$ cat src/rtl/pc_fetch_unit.sv
// Program counter and instruction fetch stage of the single-cycle MIPS core.
// Fetches one word per instruction over a req/ready handshake, holds it for the
// decoder while executing, then advances the PC from the decoder's PCSrc/Jump.
// A run of ready-low WAIT cycles reaching TIMEOUT parks the unit in a sticky ERROR.
module pc_fetch_unit #(
    parameter logic [31:0] RESET_PC = 32'h0000_0000,
    parameter int unsigned TIMEOUT  = 16
) (
    input  logic        clk,
    input  logic        rst_n,
    input  logic        PCSrc,
    input  logic        Jump,
    input  logic [31:0] SignImm,
    input  logic        Stall,
    input  logic        IMemReady,
    input  logic [31:0] IMemRdata,
    output logic        IMemReq,
    output logic [31:0] IMemAddr,
    output logic [31:0] Instr,
    output logic        InstrValid,
    output logic [31:0] PC,
    output logic [31:0] PCPlus4,
    output logic        FetchErr
);

    // $clog2(1) is 0, so a disabled timeout still gets a 1-bit counter.
    localparam int unsigned CntW        = (TIMEOUT == 0) ? 1 : $clog2(TIMEOUT + 1);
    localparam int unsigned TimeoutLast = (TIMEOUT == 0) ? 0 : TIMEOUT - 1;
    localparam logic [CntW-1:0] CntLast = TimeoutLast[CntW-1:0];

    typedef enum logic [1:0] {
        StIdle,
        StWait,
        StExec,
        StError
    } state_e;

    state_e            state_q, state_d;
    logic [31:0]       pc_q, pc_d;
    logic [31:0]       instr_q, instr_d;
    logic [CntW-1:0]   cnt_q, cnt_d;

    logic [31:0]       pc_plus4;
    logic [31:0]       branch_target;
    logic [31:0]       jump_target;
    logic [31:0]       next_pc;

    // Next-PC selection; all additions wrap silently at 32 bits.
    always_comb begin
        pc_plus4      = pc_q + 32'd4;
        branch_target = pc_plus4 + {SignImm[29:0], 2'b00};
        jump_target   = {pc_plus4[31:28], instr_q[25:0], 2'b00};
        next_pc       = pc_plus4;
        if (Jump) begin
            next_pc = jump_target;
        end else if (PCSrc) begin
            next_pc = branch_target;
        end
    end

    // Next-state logic; inputs are only looked at in the state that owns them.
    always_comb begin
        state_d = state_q;
        pc_d    = pc_q;
        instr_d = instr_q;
        cnt_d   = cnt_q;
        case (state_q)
            StIdle: begin
                state_d = StWait;
            end
            StWait: begin
                if (IMemReady) begin
                    instr_d = IMemRdata;
                    cnt_d   = '0;
                    state_d = StExec;
                end else if ((TIMEOUT != 0) && (cnt_q == CntLast)) begin
                    state_d = StError;
                end else begin
                    cnt_d = cnt_q + 1'b1;
                end
            end
            StExec: begin
                if (!Stall) begin
                    pc_d    = next_pc;
                    state_d = StWait;
                end
            end
            StError: begin
                state_d = StError;
            end
            default: begin
                state_d = StIdle;
            end
        endcase
    end

    // State registers with synchronous active-low reset.
    always_ff @(posedge clk) begin
        if (!rst_n) begin
            state_q <= StIdle;
            pc_q    <= RESET_PC;
            instr_q <= '0;
            cnt_q   <= '0;
        end else begin
            state_q <= state_d;
            pc_q    <= pc_d;
            instr_q <= instr_d;
            cnt_q   <= cnt_d;
        end
    end

    // Moore outputs decoded from the current state.
    always_comb begin
        IMemReq    = (state_q == StWait);
        InstrValid = (state_q == StExec);
        FetchErr   = (state_q == StError);
        IMemAddr   = pc_q;
        PC         = pc_q;
        PCPlus4    = pc_plus4;
        Instr      = instr_q;
    end

endmodule

$ cat config.mk
export PLATFORM = sky130hd
export DESIGN_NAME = pc_fetch_unit
export DESIGN_NICKNAME = d
export VERILOG_FILES = /design/src/rtl/pc_fetch_unit.sv
export SDC_FILE = /design/constraint.sdc
export NUM_CORES = 1
export LEC_CHECK = 0
export ABC_AREA = 1
export BUFFER_PORTS_ARGS = -buffer_cell sky130_fd_sc_hd__buf_2
export CAP_MARGIN = 40
export CORE_ASPECT_RATIO = 0.9
export CORE_MARGIN = 1
export CORE_UTILIZATION = 32
export DETAILED_ROUTE_END_ITERATION = 16
export PLACE_DENSITY = 0.65
export SLEW_MARGIN = 20
export SYNTH_ARGS = -nofsm -noshare
export SYNTH_HDL_FRONTEND = slang
export SYNTH_SLANG_ARGS = --single-unit
$ cat constraint.sdc
create_clock -name clk -period 2.58 [get_ports clk]
set_input_delay 0.387 -clock clk [delete_from_list [all_inputs] [get_ports clk]]
set_output_delay 0.387 -clock clk [all_outputs]
set_load 0.005 [all_outputs]
# == Yosys cells after proc, flatten, opt, wreduce, memory -nomap -nowiden ==
# Cells that the tools add are included.
# totals
register_bits,71
out_inout_bits,131
wordCells,28
# op_classes
add_sub_neg,3
n_eq_ne,7
mux,8
n_bitwise,1
n_reduce_logical,5
# op_table
operator,n
$mux W32,2
$add A32 B3 Y32 const B,1
$add A32 B32 Y32,1
$mux W5,2
$pmux W2 S4,1
$reduce_and A2 Y1,4
$mux W2,3
$add A5 B1 Y5 const B,1
$eq A5 B4 Y1 const B,1
$eq A2 B2 Y1 const B,2
$ne A2 B2 Y1 const B,2
$ne A3 B2 Y1 const B,1
$eq A2 B1 Y1 const B,1
$logic_not A2 Y1,1
$not A1 Y1,1

# == Depth between registers and ports, before layout ==
# Gate-level depths: netlist (run 1).
# logic_depth
ltp_word,4
mapped_depth,25
ltp_nobuf,25

# == Worst setup path after synthesis (run 1) ==
# OpenSTA, ideal clock, no wires.
# synth_path
kind,reg-to-reg
start,"register pc_q[2], in the netlist IMemAddr[2]"
end,"register pc_q[30], in the netlist IMemAddr[30]"
setup_ns,0.132
arrival_time_ns,2.571
t_required_ns,2.448
path_slack_ns,-0.123
stages_incl_launch_ff,19
n_path_buf,0
synth_period_minus_slack_ns,2.703
path_cell_list,dfxtp_1 > ha_1 > nand3_2 > inv_1 > nand2_2 > nor2_4 > nand2_1 > xor2_1 > inv_1 > ha_1 > nand2_1 > nor3_1 > nand2_1 > nor2_1 > nand2_1 > nand3_1 > nand3_1 > nand2_1 > a21oi_1
# synth_between
elab_chain_len,4
# synth_lines
element,line,rtl
"start, declared",39,"logic [31:0] pc_q, pc_d;"
"start signal, assigned",106,pc_q <= pc_d;
$add A32 B3 Y32,50,pc_plus4 = pc_q + 32'd4;
named net PCPlus4[20],22,"output logic [31:0] PCPlus4,"
$add A32 B32 Y32,51,"branch_target = pc_plus4 + {SignImm[29:0], 2'b00};"
$mux W32,56,end else if (PCSrc) begin
$mux W32,54,if (Jump) begin
# The timed path passes the listed nets, and every way through them passes these cells.
# A chain may end at the register's enable or synchronous reset.

# == Worst setup path after layout (run 1) ==
# layout_path
start,"register pc_q[2], in the netlist IMemAddr[2]"
end,"register pc_q[30], in the netlist IMemAddr[30]"
# layout_between
elab_chain_len,4
# layout_lines
element,line
$add A32 B3 Y32 *,50
$add A32 B32 Y32,51
$mux W32,56
$mux W32 *,54
# Every way passes the cells marked *; elsewhere a longest branch is shown, timed or not.

==> reports/qor.txt, run 1 <==
Critical-path maximum fanout -> 4
CP Data Required Time -> 2840 ps
CP Capture Type -> flip-flop
GRT met2 Usage -> 42.1%
Max frequency -> 369 MHz
Crit Path Class -> reg -> reg
Final setup violation count -> 20
Multi-input gate area in the final layout -> 0.00524 mm^2
Max VDD drop -> 0.368 mV
Leading area contributor after synthesis -> dfxtp_1
Flops & latches, synth -> 69
Mapped Avg Cell Area -> 5.82 um^2
Measured slew at the worst slew-check pin -> 620 ps
FF/Latch Area -> 0.00142 mm^2
Antenna violations before repair -> 0
Top post-synthesis cells by area -> dfxtp_1 (22%), nand2_1 (17%), inv_1 (11%)
Asr flop ratio synth -> 0%
DR vias -> 8,210
Final period util -> 105%
Synth warnings -> 0
Final Worst Setup Slack -> -130 ps
Worst Skew -> 7.59 ps
Total gr overflow -> 0
IO buf count -> 192
Mapped Area -> 0.00631 mm^2
Synth top cells by count -> nand2_1 (282), inv_1 (177), nor2_1 (117)
Main synth FF type -> dfxtp_1
EDFF count, synth -> 0
TritonCTS clock tree -> built
Layout cells sized above 1 -> 47.5%
Routed WL per cell -> 15.7 um
Final core utilization -> 54.7%
Run status -> finished, violations left
Gr busiest metal -> met2
TritonRoute pass-1 iters -> 5
Cell variety after synth -> 37
Endpoints failing hold -> 0
Initial DRC Count -> 478
Clk slew on worst S/H paths -> 60 ps
M3 GR Usage -> 4.58%
Post-DP HPWL -> 20,100 um
CP arrival -> 2970 ps
ANT cells -> 0
Worst skew pair latency -> 340 ps
Max_cap viols -> 0
Number of global-route vias before repair -> 7,742
Tmin final -> 2710 ps
Post-CTS Hold Buffers -> 0
RSZ-0062 raised after global routing -> yes
Top cell type's share of synthesized area -> 21.9%
Initial Util -> 32.8%
DRT Wirelength -> 26,600 um
Power Dens Cells -> 343 mW/mm^2
Core ar. -> 0.0192 mm^2
Die width -> 150 um
Met1 global-route usage -> 35.9%
DRC violations left -> 0
Number of fill cells -> 1,829
Placer congestion estimate -> 0.921
LEAKAGE -> 5.50 nW
WHS -> 271 ps
Worst slew margin -> 58.6%
GRT Overall Usage -> 26.2%
Largest net degree at the start of global routing -> 54
Setup TNS -> -1480 ps
CTS H-Tree Depth -> 3
CP Launch Type -> flip-flop
Sequential element share of the synthesized area -> 21.9%
I/O pins -> 201
Height of the die -> 135 um
Clock buffer count from CTS -> 9
Syn Inst Count -> 1,085
Clock root buffer -> clkbuf_16
HP Class -> in -> reg
Row count -> 48
Via density per instance -> 4.86
Die area -> 0.0203 mm^2
Failing checks -> setup timing
Nets -> 1,543
Most common cell in the synthesized netlist -> nand2_1
Clk sinks -> 69
Maximum root-to-sink buffer count -> 2
Final ANT Viol Nets -> 0
P&R area growth vs syn -> 66.5%
First-pass GRT wire length -> 40,500 um
Max-slew violations -> 0
flip-flops by register name (all words and copies together), names as in the netlist:
register,count
IMemAddr,30
Instr,32
cnt_q,5
state_q,2
cell type report:
class                      instances  share of cell area, %
clock inverter                     6                  0.667
tap                              250                   2.98
sequential                        69                   13.5
timing repair buffer             396                   24.3
clock buffer                      10                   2.27
multi-input combinational        780                   49.9
inverter                         178                   6.43
through the flow:
step / worst slack [ps] / power (mW) / instances / area, um^2
2_1_floorplan: 12.3 / 1.65 / 1090 / 6340
3_3_place_gp: -275 / 2.07 / 1641 / 8530
3_5_place_dp: -331 / 2.08 / 1642 / 8550
4_1_cts: -98.4 / 3.52 / 1682 / 10000
5_1_grt: -313 / 3.78 / 1689 / 10500
6_report: -130 / 3.60 / 1689 / 10500
critical path: stages, from the launching register on:
cell and delay, ps:
dfxtp_2 370, ha_4 160, nand3_4 110, inv_4 90, nand2_4 50, nor2_4 140
nand2_2 90, xor2_2 190, inv_2 90, ha_4 310, nand2_4 50, buf_6 110
nor3_4 200, nand2_1 70, nor2_1 100, nand2_1 100, nand2_1 70, nand2_1 60
nand3_2 70, nand2_1 60, a21oi_1 140
layer usage:
layer | wire, um | vias up
li1 | - | 4095
met1 | 11900 | 3772
met2 | 12000 | 309
met3 | 2190 | 34
met4 | 484 | 0
met5 | 0 | -
final timing paths:
| kind | from | end | slack, ps | cells past startpoint |
|---|---|---|---|---|
| setup / recovery | IMemAddr[2] | IMemAddr[30] | -130 | 20 |
| hold / removal | IMemRdata[30] | Instr[30] | 270 | 3 |
| setup reg to reg | IMemAddr[2] | IMemAddr[30] | -130 | 20 |
| hold reg to reg | cnt_q[4] | cnt_q[4] | 470 | 2 |
repair_timing:
action | in CTS | in global routing
pin swaps | 53 | 67
gates cloned | 0 | 0
endpoints found under the setup margin | 25 | 24
buffers inserted | 24 | 8
hold endpoints to repair | 0 | 0
gates resized for setup | 215 | 111
power by group:
part / internal [mW] / switching (mW) / total, mW
combinational: 0.503 / 0.625 / 1.13
sequential: 1.12 / 0.0569 / 1.18
clock: 0.782 / 0.513 / 1.29
cells by family (layout without fill, tap and decap cells):
family	after synthesis	count (layout)	synth area share [%]
buf+inv	241	590	16.5
xor+xnor	17	17	2.48
compound gates	182	182	15.3
other cells	1	6	0.0594
flops	69	69	21.9
simple gates	536	536	35.9
fa+ha+maj	39	39	7.85
placed cells by master (no fill, tap or decap), types with 6 or more instances in the layout:
master / n
nand2_2: 54
dfxtp_4: 6
buf_2: 192
nor2_4: 18
conb_1: 6
nor3_1: 8
clkbuf_16: 9
buf_6: 10
nand3_2: 24
ha_1: 6
nor2_1: 88
nand2_1: 218
o21ai_0: 64
nor2_2: 20
a21oi_1: 62
dfxtp_2: 13
nand3_4: 6
inv_1: 155
inv_2: 20
nand2_4: 16
nand3_1: 49
ha_4: 32
buf_4: 192
o21ai_1: 6
dfxtp_1: 50
o21ai_2: 6
nand4_1: 15
a21oi_2: 23
Note: power is estimated with default switching activity, not from simulation.
==> inputs of run 2 (changes only) <==
--- a/config.mk
+++ b/config.mk
@@ -8,11 +8,11 @@
 export ABC_AREA = 1
 export BUFFER_PORTS_ARGS = -buffer_cell sky130_fd_sc_hd__buf_2
 export CAP_MARGIN = 40
-export CORE_ASPECT_RATIO = 0.9
 export CORE_MARGIN = 1
 export CORE_UTILIZATION = 32
 export DETAILED_ROUTE_END_ITERATION = 16
 export PLACE_DENSITY = 0.65
+export RECOVER_POWER = 100
 export SLEW_MARGIN = 20
 export SYNTH_ARGS = -nofsm -noshare
 export SYNTH_HDL_FRONTEND = slang
==> reports/qor.txt, run 2 (synthesized netlist as in run 1, its figures left out) <==
Via density per instance -> 4.91 (+0.98%)
Max-slew violations -> 0 (unchanged)
Most used cell, CP -> nand2_1
WHS -> 278 ps (+7.35 ps)
Clk sinks -> 69 (unchanged)
Tot Pwr -> 3.52 mW (-2.4%)
Worst skew pair latency -> 330 ps (about the same)
Final Worst Setup Slack -> -160 ps (-29.7 ps)
Number of global-route vias before repair -> 7,347 (-5.1%)
Number of fill cells -> 1,789 (-2.2%)
Die width -> 142 um (-5.1%)
CP max stage delay -> 390 ps (+20 ps)
CP Data Required Time -> 2840 ps (about the same)
Height of the die -> 142 um (+5.3%)
Worst Skew -> 7.00 ps (-0.596 ps)
Max FFs per register -> 32 (unchanged)
Nets -> 1,527 (-1.0%)
Placer congestion estimate -> 0.946 (+2.7%)
CTS H-Tree Depth -> 3 (unchanged)
Post-DP HPWL -> 19,800 um (-1.6%)
Maximum root-to-sink buffer count -> 2 (unchanged)
Final ANT Viol Nets -> 0 (unchanged)
Die area -> 0.0203 mm^2 (about the same)
Tmin final -> 2740 ps (+29.7 ps)
Run status -> finished, violations left
I/O pins -> 201 (unchanged)
Commonest non-fill, non-tap cell in the layout -> nand2_1
Row count -> 50 (+4.2%)
IO buf count -> 192 (unchanged)
First-pass GRT wire length -> 38,400 um (-5.1%)
DRT Wirelength -> 26,400 um (-0.82%)
CP top delay family -> simple AND/OR/NAND/NOR gates
Final setup violation count -> 17 (-15%)
Clock root buffer -> clkbuf_16
Net Sw Power -> 1.15 mW (-3.4%)
Routed WL per cell -> 15.7 um (-0.41%)
CP Capture Type -> flip-flop
Clock share of power -> 34.6% (-1.3 points)
HP Class -> in -> reg
CP Launch Type -> flip-flop
RSZ-0062 raised after global routing -> yes
Max frequency -> 365 MHz (-1.1%)
Max VDD drop -> 0.439 mV (+19%)
Gate power share -> 31.8% (+0.5 points)
Setup TNS -> -1210 ps (+273 ps)
DRC violations left -> 0 (unchanged)
Most frequent cells in the layout -> nand2_1 (217), buf_4 (180), buf_2 (175)
Seq pwr share -> 33.6% (+0.8 points)
Core ar. -> 0.0190 mm^2 (-1.0%)
CP arrival -> 3000 ps (+30 ps)
ANT cells -> 0 (unchanged)
TritonRoute pass-1 iters -> 5 (unchanged)
Worst slew margin -> 56.0% (-2.6 points)
LEAKAGE -> 5.42 nW (-1.5%)
TritonCTS clock tree -> built
Measured slew at the worst slew-check pin -> 660 ps (+39.5 ps)
DR vias -> 8,256 (+0.56%)
Sw frac -> 32.8% (-0.34 points)
Crit Path Class -> reg -> reg
WP buf/inv -> 4 (+1)
Total gr overflow -> 0 (unchanged)
Layout cells sized above 1 -> 45.9% (-1.6 points)
Antenna violations before repair -> 0 (unchanged)
Final core utilization -> 54.5% (-0.16 points)
Largest net degree at the start of global routing -> 32 (-41%)
CP cell instances -> nand2_1 > nor2_4 > nand2_2 > nor2_2 > buf_4 > nand3_1 > nand2_2 > inv_1 > ha_1 > buf_4 > a21oi_1 > nand2_1 > a21oi_1 > nand2_1 > inv_1 > nand2_2 > nand2_1 > nand3_2 > a21oi_2
Max_cap viols -> 0 (unchanged)
Initial Util -> 33.2% (+0.35 points)
Internal power -> 2.36 mW (-1.9%)
Final period util -> 106% (+1.2 points)
Clk slew on worst S/H paths -> 60 ps (about the same)
Power Dens Cells -> 339 mW/mm^2 (-1.0%)
GRT Overall Usage -> 24.5% (-1.7 points)
CP max stage cell -> dfxtp_4
Clock buffer count from CTS -> 9 (unchanged)
Critical-path maximum fanout -> 4 (unchanged)
P&R area growth vs syn -> 64.3%
Endpoints failing hold -> 0 (unchanged)
Initial DRC Count -> 576 (+21%)
Failing checks -> setup timing
run 2: cell count changes in the layout (fill, tap and decap cells not counted), moves of 6 or more:
cell      delta
buf_2       -17
clkbuf_1    +17
nand2_4      -6
nand2_2      +7
nand3_2      +6
buf_4       -12
run 2: final cells by class:
type                    instances  area, um^2  area share (%)
flip-flops and latches         69        1410            13.6
inverters                     178         676            6.52
repair buffers                380        2410            23.2
multi-input cells             780        5260            50.7
well taps                     260         325            3.14
clock inverters                 6        65.1           0.628
clock buffers                   9         225            2.17
run 2: through the flow:
step	setup slack, ps	instance area, um^2	instances
floorplan	12.3	6340	1090
detailed placement	-352	8500	1643
global route	-296	10400	1682
finish	-160	10400	1682
CTS	-83.9	9640	1671
global placement	-309	8480	1642
run 2: layer usage:
layer | track usage [%] | vias up | part of all wire, % | routed length, um
met2 | 41.3 | 333 | 47 | 12300
li1 | - | 4077 | - | -
met3 | 3.20 | 45 | 6.5 | 1700
met1 | 32.8 | 3801 | 45 | 11800
met5 | 0 | - | 0 | 0
met4 | 5.83 | 0 | 2.1 | 561
run 2: worst reg2reg max path: cells and delay by family (launching register included):
kind                       cells  cell delay [ps]
and+or+nand+nor               11             1150
buffers and inverters          4              450
AOI/OAI and AO/OA              3              400
DFF                            1              390
adders and majority gates      1              290
run 2: power groups by stage:
| stage | Combinational [mW] | Sequential [mW] | Clock [mW] |
|---|---|---|---|
| after global placement | 0.861 | 1.20 | 0 |
| after global routing | 1.22 | 1.19 | 1.29 |
| final | 1.12 | 1.18 | 1.22 |
| after CTS | 0.989 | 1.18 | 1.24 |
| after floorplan | 0.448 | 1.20 | 0 |
| after detailed placement | 0.876 | 1.20 | 0 |
run 2: final timing paths:
kind	startpoint	to	slack, ps	cells past startpoint
min	IMemRdata[0]	Instr[0]	280	3
max	IMemAddr[9]	IMemAddr[31]	-160	19
max reg2reg	IMemAddr[9]	IMemAddr[31]	-160	19
min reg2reg	cnt_q[4]	cnt_q[4]	460	2
run 2: timing repair:
action / 4_1_cts / 5_1_grt
hold endpoints to repair: 0 / 0
buffers inserted: 14 / 11
hold buffers: 0 / 0
endpoints found under the setup margin: 23 / 25
pin swaps: 52 / 70
gates resized for setup: 162 / 153
